==> src/rtl/mem_arbiter.sv <==
// Two-master (fetch / load-store) round-robin arbiter in front of a single memory port.
// One transaction in flight; a watchdog turns a hung slave into an error response.
module mem_arbiter #(
  parameter int ADDR_WIDTH = 32,
  parameter int DATA_WIDTH = 32,
  parameter int TIMEOUT    = 255
) (
  input  logic                    clk,
  input  logic                    rst,
  input  logic                    ifu_req_valid,
  output logic                    ifu_req_ready,
  input  logic [ADDR_WIDTH-1:0]   ifu_addr,
  output logic                    ifu_resp_valid,
  output logic [DATA_WIDTH-1:0]   ifu_rdata,
  output logic                    ifu_resp_err,
  input  logic                    lsu_req_valid,
  output logic                    lsu_req_ready,
  input  logic [ADDR_WIDTH-1:0]   lsu_addr,
  input  logic                    lsu_wen,
  input  logic [DATA_WIDTH-1:0]   lsu_wdata,
  input  logic [DATA_WIDTH/8-1:0] lsu_wmask,
  output logic                    lsu_resp_valid,
  output logic [DATA_WIDTH-1:0]   lsu_rdata,
  output logic                    lsu_resp_err,
  output logic                    mem_req_valid,
  input  logic                    mem_req_ready,
  output logic [ADDR_WIDTH-1:0]   mem_addr,
  output logic                    mem_wen,
  output logic [DATA_WIDTH-1:0]   mem_wdata,
  output logic [DATA_WIDTH/8-1:0] mem_wmask,
  input  logic                    mem_resp_valid,
  input  logic [DATA_WIDTH-1:0]   mem_rdata
);

  localparam int CW = $clog2(TIMEOUT + 1);

  typedef enum logic [1:0] {S_IDLE, S_REQ, S_WAIT} state_t;
  typedef enum logic {M_IFU, M_LSU} master_t;

  state_t                state;
  master_t               owner;
  master_t               last_grant;
  logic [CW-1:0]         cnt;
  logic                  grant_ifu;
  logic                  grant_lsu;
  logic                  busy;
  logic                  done;
  logic                  expired;
  logic                  resp_err;
  logic [DATA_WIDTH-1:0] resp_data;

  always_comb begin
    grant_ifu = 1'b0;
    grant_lsu = 1'b0;
    if (state == S_IDLE) begin
      grant_ifu = ifu_req_valid && (!lsu_req_valid || last_grant == M_LSU);
      grant_lsu = lsu_req_valid && (!ifu_req_valid || last_grant == M_IFU);
    end
    busy      = (state == S_REQ) || (state == S_WAIT);
    done      = (state == S_WAIT) && mem_resp_valid;
    // A completion in the same cycle as expiry wins and is reported without error.
    expired   = busy && !done && (cnt == CW'(TIMEOUT - 1));
    resp_err  = !done;
    resp_data = (done && !mem_wen) ? mem_rdata : '0;
  end

  assign ifu_req_ready = grant_ifu;
  assign lsu_req_ready = grant_lsu;

  always_ff @(posedge clk or posedge rst) begin
    if (rst) begin
      state          <= S_IDLE;
      owner          <= M_IFU;
      last_grant     <= M_LSU;
      cnt            <= '0;
      mem_req_valid  <= 1'b0;
      mem_addr       <= '0;
      mem_wen        <= 1'b0;
      mem_wdata      <= '0;
      mem_wmask      <= '0;
      ifu_resp_valid <= 1'b0;
      ifu_rdata      <= '0;
      ifu_resp_err   <= 1'b0;
      lsu_resp_valid <= 1'b0;
      lsu_rdata      <= '0;
      lsu_resp_err   <= 1'b0;
    end else begin
      ifu_resp_valid <= 1'b0;
      lsu_resp_valid <= 1'b0;
      case (state)
        S_IDLE: begin
          if (grant_ifu) begin
            mem_addr      <= ifu_addr;
            mem_wen       <= 1'b0;
            mem_wdata     <= '0;
            mem_wmask     <= '0;
            owner         <= M_IFU;
            last_grant    <= M_IFU;
            cnt           <= '0;
            mem_req_valid <= 1'b1;
            state         <= S_REQ;
          end else if (grant_lsu) begin
            mem_addr      <= lsu_addr;
            mem_wen       <= lsu_wen;
            mem_wdata     <= lsu_wdata;
            mem_wmask     <= lsu_wmask;
            owner         <= M_LSU;
            last_grant    <= M_LSU;
            cnt           <= '0;
            mem_req_valid <= 1'b1;
            state         <= S_REQ;
          end
        end
        S_REQ, S_WAIT: begin
          cnt <= cnt + CW'(1);
          if (done || expired) begin
            if (owner == M_IFU) begin
              ifu_resp_valid <= 1'b1;
              ifu_rdata      <= resp_data;
              ifu_resp_err   <= resp_err;
            end else begin
              lsu_resp_valid <= 1'b1;
              lsu_rdata      <= resp_data;
              lsu_resp_err   <= resp_err;
            end
            mem_req_valid <= 1'b0;
            state         <= S_IDLE;
          end else if (state == S_REQ && mem_req_ready) begin
            mem_req_valid <= 1'b0;
            state         <= S_WAIT;
          end
        end
        default: begin
          mem_req_valid <= 1'b0;
          state         <= S_IDLE;
        end
      endcase
    end
  end

endmodule

==> config.mk <==
export PLATFORM = sky130hd
export DESIGN_NAME = mem_arbiter
export DESIGN_NICKNAME = d
export VERILOG_FILES = /design/src/rtl/mem_arbiter.sv
export SDC_FILE = /design/constraint.sdc
export NUM_CORES = 1
export LEC_CHECK = 0
export ABC_AREA = 0
export BUFFER_PORTS_ARGS = -buffer_cell sky130_fd_sc_hd__buf_2
export CORE_MARGIN = 2
export CORE_UTILIZATION = 43
export DETAILED_ROUTE_END_ITERATION = 12
export GPL_TIMING_DRIVEN = 1
export PLACE_DENSITY = 0.77
export SYNTH_ARGS = -nofsm -noshare
export SYNTH_HDL_FRONTEND = slang
export SYNTH_SLANG_ARGS = --single-unit
==> constraint.sdc <==
create_clock -name clk -period 4.74 [get_ports clk]
set_clock_uncertainty 0.1 [all_clocks]
set_input_delay 0.711 -clock clk [delete_from_list [all_inputs] [get_ports clk]]
set_output_delay 0.711 -clock clk [all_outputs]
set_load 0.05 [all_outputs]
==> results.ini, run 1 <==
[pwr]
p_leak_nw=4.24
power_mw=6.89
pwr_density_cell_nw_per_um2=838
peakVddDrop_mv=0.499

[timing]
post-route-min-period_ns=3.22
period_share_pct=68.0
drv_slew=0
setup_tns_ns=0
relSlewSlack_pct=28.4
finalHoldViolCount=0
final-setup-viol-count=0
max_clock_freq_mhz=310
tightestPinTransition_ns=1.07
grt_setup_unrepaired=false
fin_hold_ws_ns=0.373

[logic_synthesis]
seq_area_frac_synth_pct=60.4
ys_seq_elements=149
ys_warn_count=0
avgSynthCellArea_um2=12.6
netlist_instances=489
yosys.cell_count.top_type=dfrtp_1
synthTopCellsByCount=148 x dfrtp_1, 64 x o2bb2ai_1, 41 x a22o_1, 41 x nand2_1, 36 x o21ai_1
synth_top_area_share_pct=60.0
syn_nets=634
ys.flop_type=dfrtp_1
synth_edf_count=0
yosysUniqueCellTypes=38
synthArstFlopShare_pct=100
synth.area.top_cells=dfrtp_1 60%, o2bb2ai_1 9.1%, a22o_1 5.8%, mux2i_1 5.2%, nand2b_1 3.4%
netlist_area_um2=6180
synth_area_leader_cell=dfrtp_1

[global_route]
gr-usage-all-layers_pct=20.8
grtUsageMet1_pct=24.4
grt_pass1_vias=4878
busiest_layer=met2
grt_pass1_wl_um=24400
grt-ovfl-total=0
met3_usage_pct=6.32
antenna_found_initial=0
grtUsageMet2_pct=35.9
grt_max_degree=105

[route]
vias=4969
wl_per_cell_um=16.9
wirelength_um=16000
vias_per_cell=5.23
drtIter0Drc=245
drc=0
drtPass1Iterations=4
drtAntennaViolNets=0

[finish]
fillers=1185
post-route-util_pct=59.0
layout-area-overhead-vs-synth_pct=33.0
nNetsFinal=902
insertedDiodeCount=0
finalInstanceArea_um2=8220
drive_gt1_share_pct=42.9

[setup_path]
critPathMaxStageDelay_ns=0.47
crit_chain=inv_1 > ha_1 > nand2_1 > a21oi_4 > buf_4 > buf_2
worstPathRequired_ns=3.93
cp-end-kind=primary output
crit_path_start=state[0]
crit_path_max_fanout=33
r2r-start=state[0]
critical-path-slowest-cell=buf_4
critPathKind=reg -> out
start_kind=flip-flop
arrival_ns=2.41

[cts]
cts_setup_buffers=0
cts.clk_slew.worst_paths_ns=0.06
tritoncts=done
htreeDepth=4
ctsResizeCount=0
cts_buffer_depth=2
cts-hold-fix-buffers=0
cts.sinks=149
cts_made_buffers=17
cts-root-buf=clkbuf_16
clock_latency_ns=0.41

[run]
maxCapViolCount=0

[status]
status=finished, final reports clean

[placement]
place_area_um2=7620
gp_congestion=0.788
portBuffers=278
dp_hpwl_um=11500

[floorplan]
num_io_pins=279
fp-row-count=43
start_util_pct=44.3
design.core.area_um2=13900
dieArea_um2=15300
die_h_um=124
die_w_um=124

[worst_hold_path]
hp-start=mem_addr[28]
min_path_type=reg -> reg

==> cell type report <==
type / instances / area (um2) / area share (%)
clock buffer: 19 / 453 / 5.51
clock inverter: 13 / 148 / 1.80
inverter: 8 / 33.8 / 0.411
multi-input combinational: 295 / 2160 / 26.3
sequential: 149 / 3730 / 45.4
tap: 180 / 225 / 2.74
timing repair buffer: 286 / 1460 / 17.8
==> sequential cells by signal (all words and copies together), names as in the netlist, 2 cells and up <==
register,cells
mem_wmask,4
lsu_rdata,32
mem_addr,32
mem_wdata,32
ifu_rdata,32
cnt,8
state,2
==> layer usage <==
metal	vias up	part of all wire, %
met5	-	0
met4	0	1.7
met3	21	8.7
met2	229	49
met1	2405	40
li1	2314	-
==> path summary, 6_finish.rpt <==
check                                end  slack, ns  depth (start not counted)
min reg2reg                 mem_addr[28]       0.37                          2
min                         mem_addr[28]       0.37                          2
min in group asynchronous   mem_addr[30]       0.44                          2
max reg2reg                ifu_rdata[25]       2.26                          7
max in group asynchronous  ifu_rdata[24]       3.06                          3
max                        ifu_req_ready       1.52                          6
==> stage by stage <==
| stage | std cells | setup WS, ns |
|---|---|---|
| after global routing | 950 | 1.37 |
| after detailed placement | 918 | 1.95 |
| after floorplan | 489 | 2.05 |
| after CTS | 950 | 1.51 |
| final | 950 | 1.52 |
| after global placement | 918 | 1.99 |
==> worst max-delay path, delay by kind of cell, from the launching register on <==
kind	cells	cell delay, ns
AO/OA/AOI/OAI	1	0.17
adder cells (fa/ha/maj)	1	0.29
buffers and inverters	3	0.94
flip-flops	1	0.43
AND/OR/NAND/NOR	1	0.13
==> power by group <==
| group | switching, mW | internal (mW) | leakage, nW |
|---|---|---|---|
| sequential | 0.331 | 1.77 | 1.93 |
| clock | 0.530 | 0.810 | 0.288 |
| combinational | 2.53 | 0.917 | 2.02 |
| total | 3.39 | 3.50 | 4.24 |
==> logic make-up after synthesis <==
family | share of synthesized area, %
simple gates | 8.39
fa+ha+maj | 1.22
buf+inv | 4.70
compound gates | 19.7
flops | 60.4
mux | 5.37
xor+xnor | 0.284
==> placed cells by master (no fill, tap or decap), types with 3 or more instances in the layout <==
cell          n
a22o_1       41
buf_2       278
buf_4         7
clkbuf_16    17
clkinv_4      3
clkinvlp_4    4
dfrtp_1     148
ha_1          6
inv_1         5
mux2i_1      32
nand2_1      41
nand2b_1     34
nand3_1       4
nor2_1        6
o21ai_0       4
o21ai_1      36
o2bb2ai_1    64
or2_1         3
No activity file was read; power rests on OpenSTA's default activity.
==> run 2, diff against run 1 <==
clock period = 2.9 ns   (was 4.74 ns; I/O delays follow)
==> results.ini, run 2 (synthesized netlist as in run 1, its figures left out) <==
[setup_path]
arrival_ns=2.24  ; -0.17 ns
crit_path_max_fanout=33  ; unchanged
worstPathRequired_ns=2.37  ; -1.56 ns
start_kind=flip-flop
critPathKind=reg -> out
cp-end-kind=primary output

[pwr]
p_leak_nw=4.27  ; +0.57%
pwr_density_cell_nw_per_um2=1370  ; +64%
peakVddDrop_mv=0.882  ; +77%

[cts]
tritoncts=done
cts_setup_buffers=0  ; unchanged
cts-root-buf=clkbuf_16
clock_latency_ns=0.41  ; about the same
cts_made_buffers=17  ; unchanged
cts.sinks=149  ; unchanged
htreeDepth=4  ; unchanged
cts_buffer_depth=2  ; unchanged
cts.clk_slew.worst_paths_ns=0.07  ; about the same

[route]
drtAntennaViolNets=0  ; unchanged
wirelength_um=16500  ; +2.8%
drtPass1Iterations=5  ; +1
wl_per_cell_um=17.3  ; +2.5%
vias=4990  ; +0.42%
vias_per_cell=5.24  ; +0.11%
drc=0  ; unchanged
drtIter0Drc=218  ; -11%

[floorplan]
start_util_pct=44.3  ; unchanged
die_h_um=124  ; unchanged
num_io_pins=279  ; unchanged
die_w_um=124  ; unchanged
design.core.area_um2=13900  ; unchanged
fp-row-count=43  ; unchanged
dieArea_um2=15300  ; unchanged

[global_route]
grt_pass1_wl_um=25100  ; +2.8%
grt_max_degree=105  ; unchanged
grt-ovfl-total=0  ; unchanged
gr-usage-all-layers_pct=21.4  ; +0.61 points
antenna_found_initial=0  ; unchanged
grt_pass1_vias=5013  ; +2.8%

[finish]
layout-area-overhead-vs-synth_pct=34.1
layout.cells.non_filler=953  ; +0.32%
insertedDiodeCount=0  ; unchanged
drive_gt1_share_pct=42.8  ; about the same
nNetsFinal=905  ; +0.33%
layout_common_cells=277 x buf_2, 148 x dfrtp_1, 64 x o2bb2ai_1
final_common_cell=buf_2
finalInstanceArea_um2=8280  ; +0.81%

[placement]
portBuffers=278  ; unchanged
place_area_um2=7640  ; +0.26%
dp_hpwl_um=11600  ; +0.43%
gp_congestion=0.826  ; +4.8%
dp_cells=919  ; +0.11%

[timing]
tightestPinTransition_ns=0.979  ; -0.0933 ns
period_share_pct=95.6
setup_tns_ns=0  ; unchanged
finalHoldViolCount=0  ; unchanged
max_clock_freq_mhz=361
drv_slew=0  ; unchanged
post-route-min-period_ns=2.77
grt_setup_unrepaired=false
relSlewSlack_pct=34.8  ; +6.4 points
final-setup-viol-count=0  ; unchanged

[run]
maxCapViolCount=0  ; unchanged

[worst_hold_path]
min_path_type=in -> reg

[status]
status=finished, final reports clean

run 2: cell count changes in the layout (fill, tap and decap cells not counted):
| cell | change |
|---|---|
| buf_12 | +2 |
| buf_2 | -1 |
| buf_4 | -1 |
| bufinv_16 | +1 |
| clkbuf_1 | +1 |
| clkbuf_4 | +1 |
| clkbuf_8 | -1 |
| clkinv_2 | -1 |
| dlygate4sd3_1 | +1 |
| nor2_2 | +1 |
run 2: through the flow:
step	total power, mW	setup slack, ns	utilization (%)	hold WS, ns
after floorplan	7.85	0.491	-	0.392
after global placement	8.97	0.413	54.8	0.323
after detailed placement	9.13	0.329	54.8	0.333
after CTS	11.5	0.0113	59.4	0.113
after global routing	12.0	0.0113	59.4	0.111
final	11.4	0.129	59.4	0.134
run 2: path summary, 6_finish.rpt:
check                              start            end  slack, ns  cells past startpoint
max reg2reg                     state[0]    mem_addr[3]       0.68                      6
min in group asynchronous            rst    mem_addr[8]       0.46                      3
max in group asynchronous            rst     last_grant       1.55                      4
min reg2reg                 mem_addr[28]   mem_addr[28]       0.38                      2
max                             state[0]  ifu_req_ready       0.13                      6
min                        lsu_wdata[15]  mem_wdata[15]       0.13                      2
run 2: where the power goes:
part / leakage (nW) / internal, mW / switching (mW) / total [mW]
clock: 0.292 / 1.39 / 0.870 / 2.26
sequential: 1.93 / 2.89 / 0.482 / 3.38
combinational: 2.04 / 1.51 / 4.22 / 5.73
run 2: what timing repair did:
item,4_1_cts,5_1_grt
gates cloned,1,0
resized for setup,1,4
pin swaps,1,0
setup endpoints to repair,2,1
endpoints found under the hold margin,12,0
hold buffers,1,0
run 2: area by class of cell:
type	instances	area, um2
Fill cell	1156	5650
Tap cell	180	225
Inverter	8	33.8
Clock inverter	13	173
Clock buffer	19	443
Timing Repair Buffer	288	1510
Multi-Input combinational cell	296	2170
Sequential cell	149	3730
run 2: critical path: stages, from the launching register on:
cell and delay, ns:
dfrtp_1 0.42, inv_1 0.10, ha_1 0.31, nand2_1 0.14
a21oi_4 0.25, buf_12 0.28, clkbuf_4 0.29
run 2: per-layer routing:
| layer | vias up | part of all wire [%] | track usage, % |
|---|---|---|---|
| met5 | - | 0 | 0 |
| met4 | 0 | 1.8 | 7.17 |
| met3 | 23 | 8.6 | 6.78 |
| met2 | 227 | 49 | 36.7 |
| met1 | 2416 | 41 | 25.4 |
| li1 | 2324 | - | - |
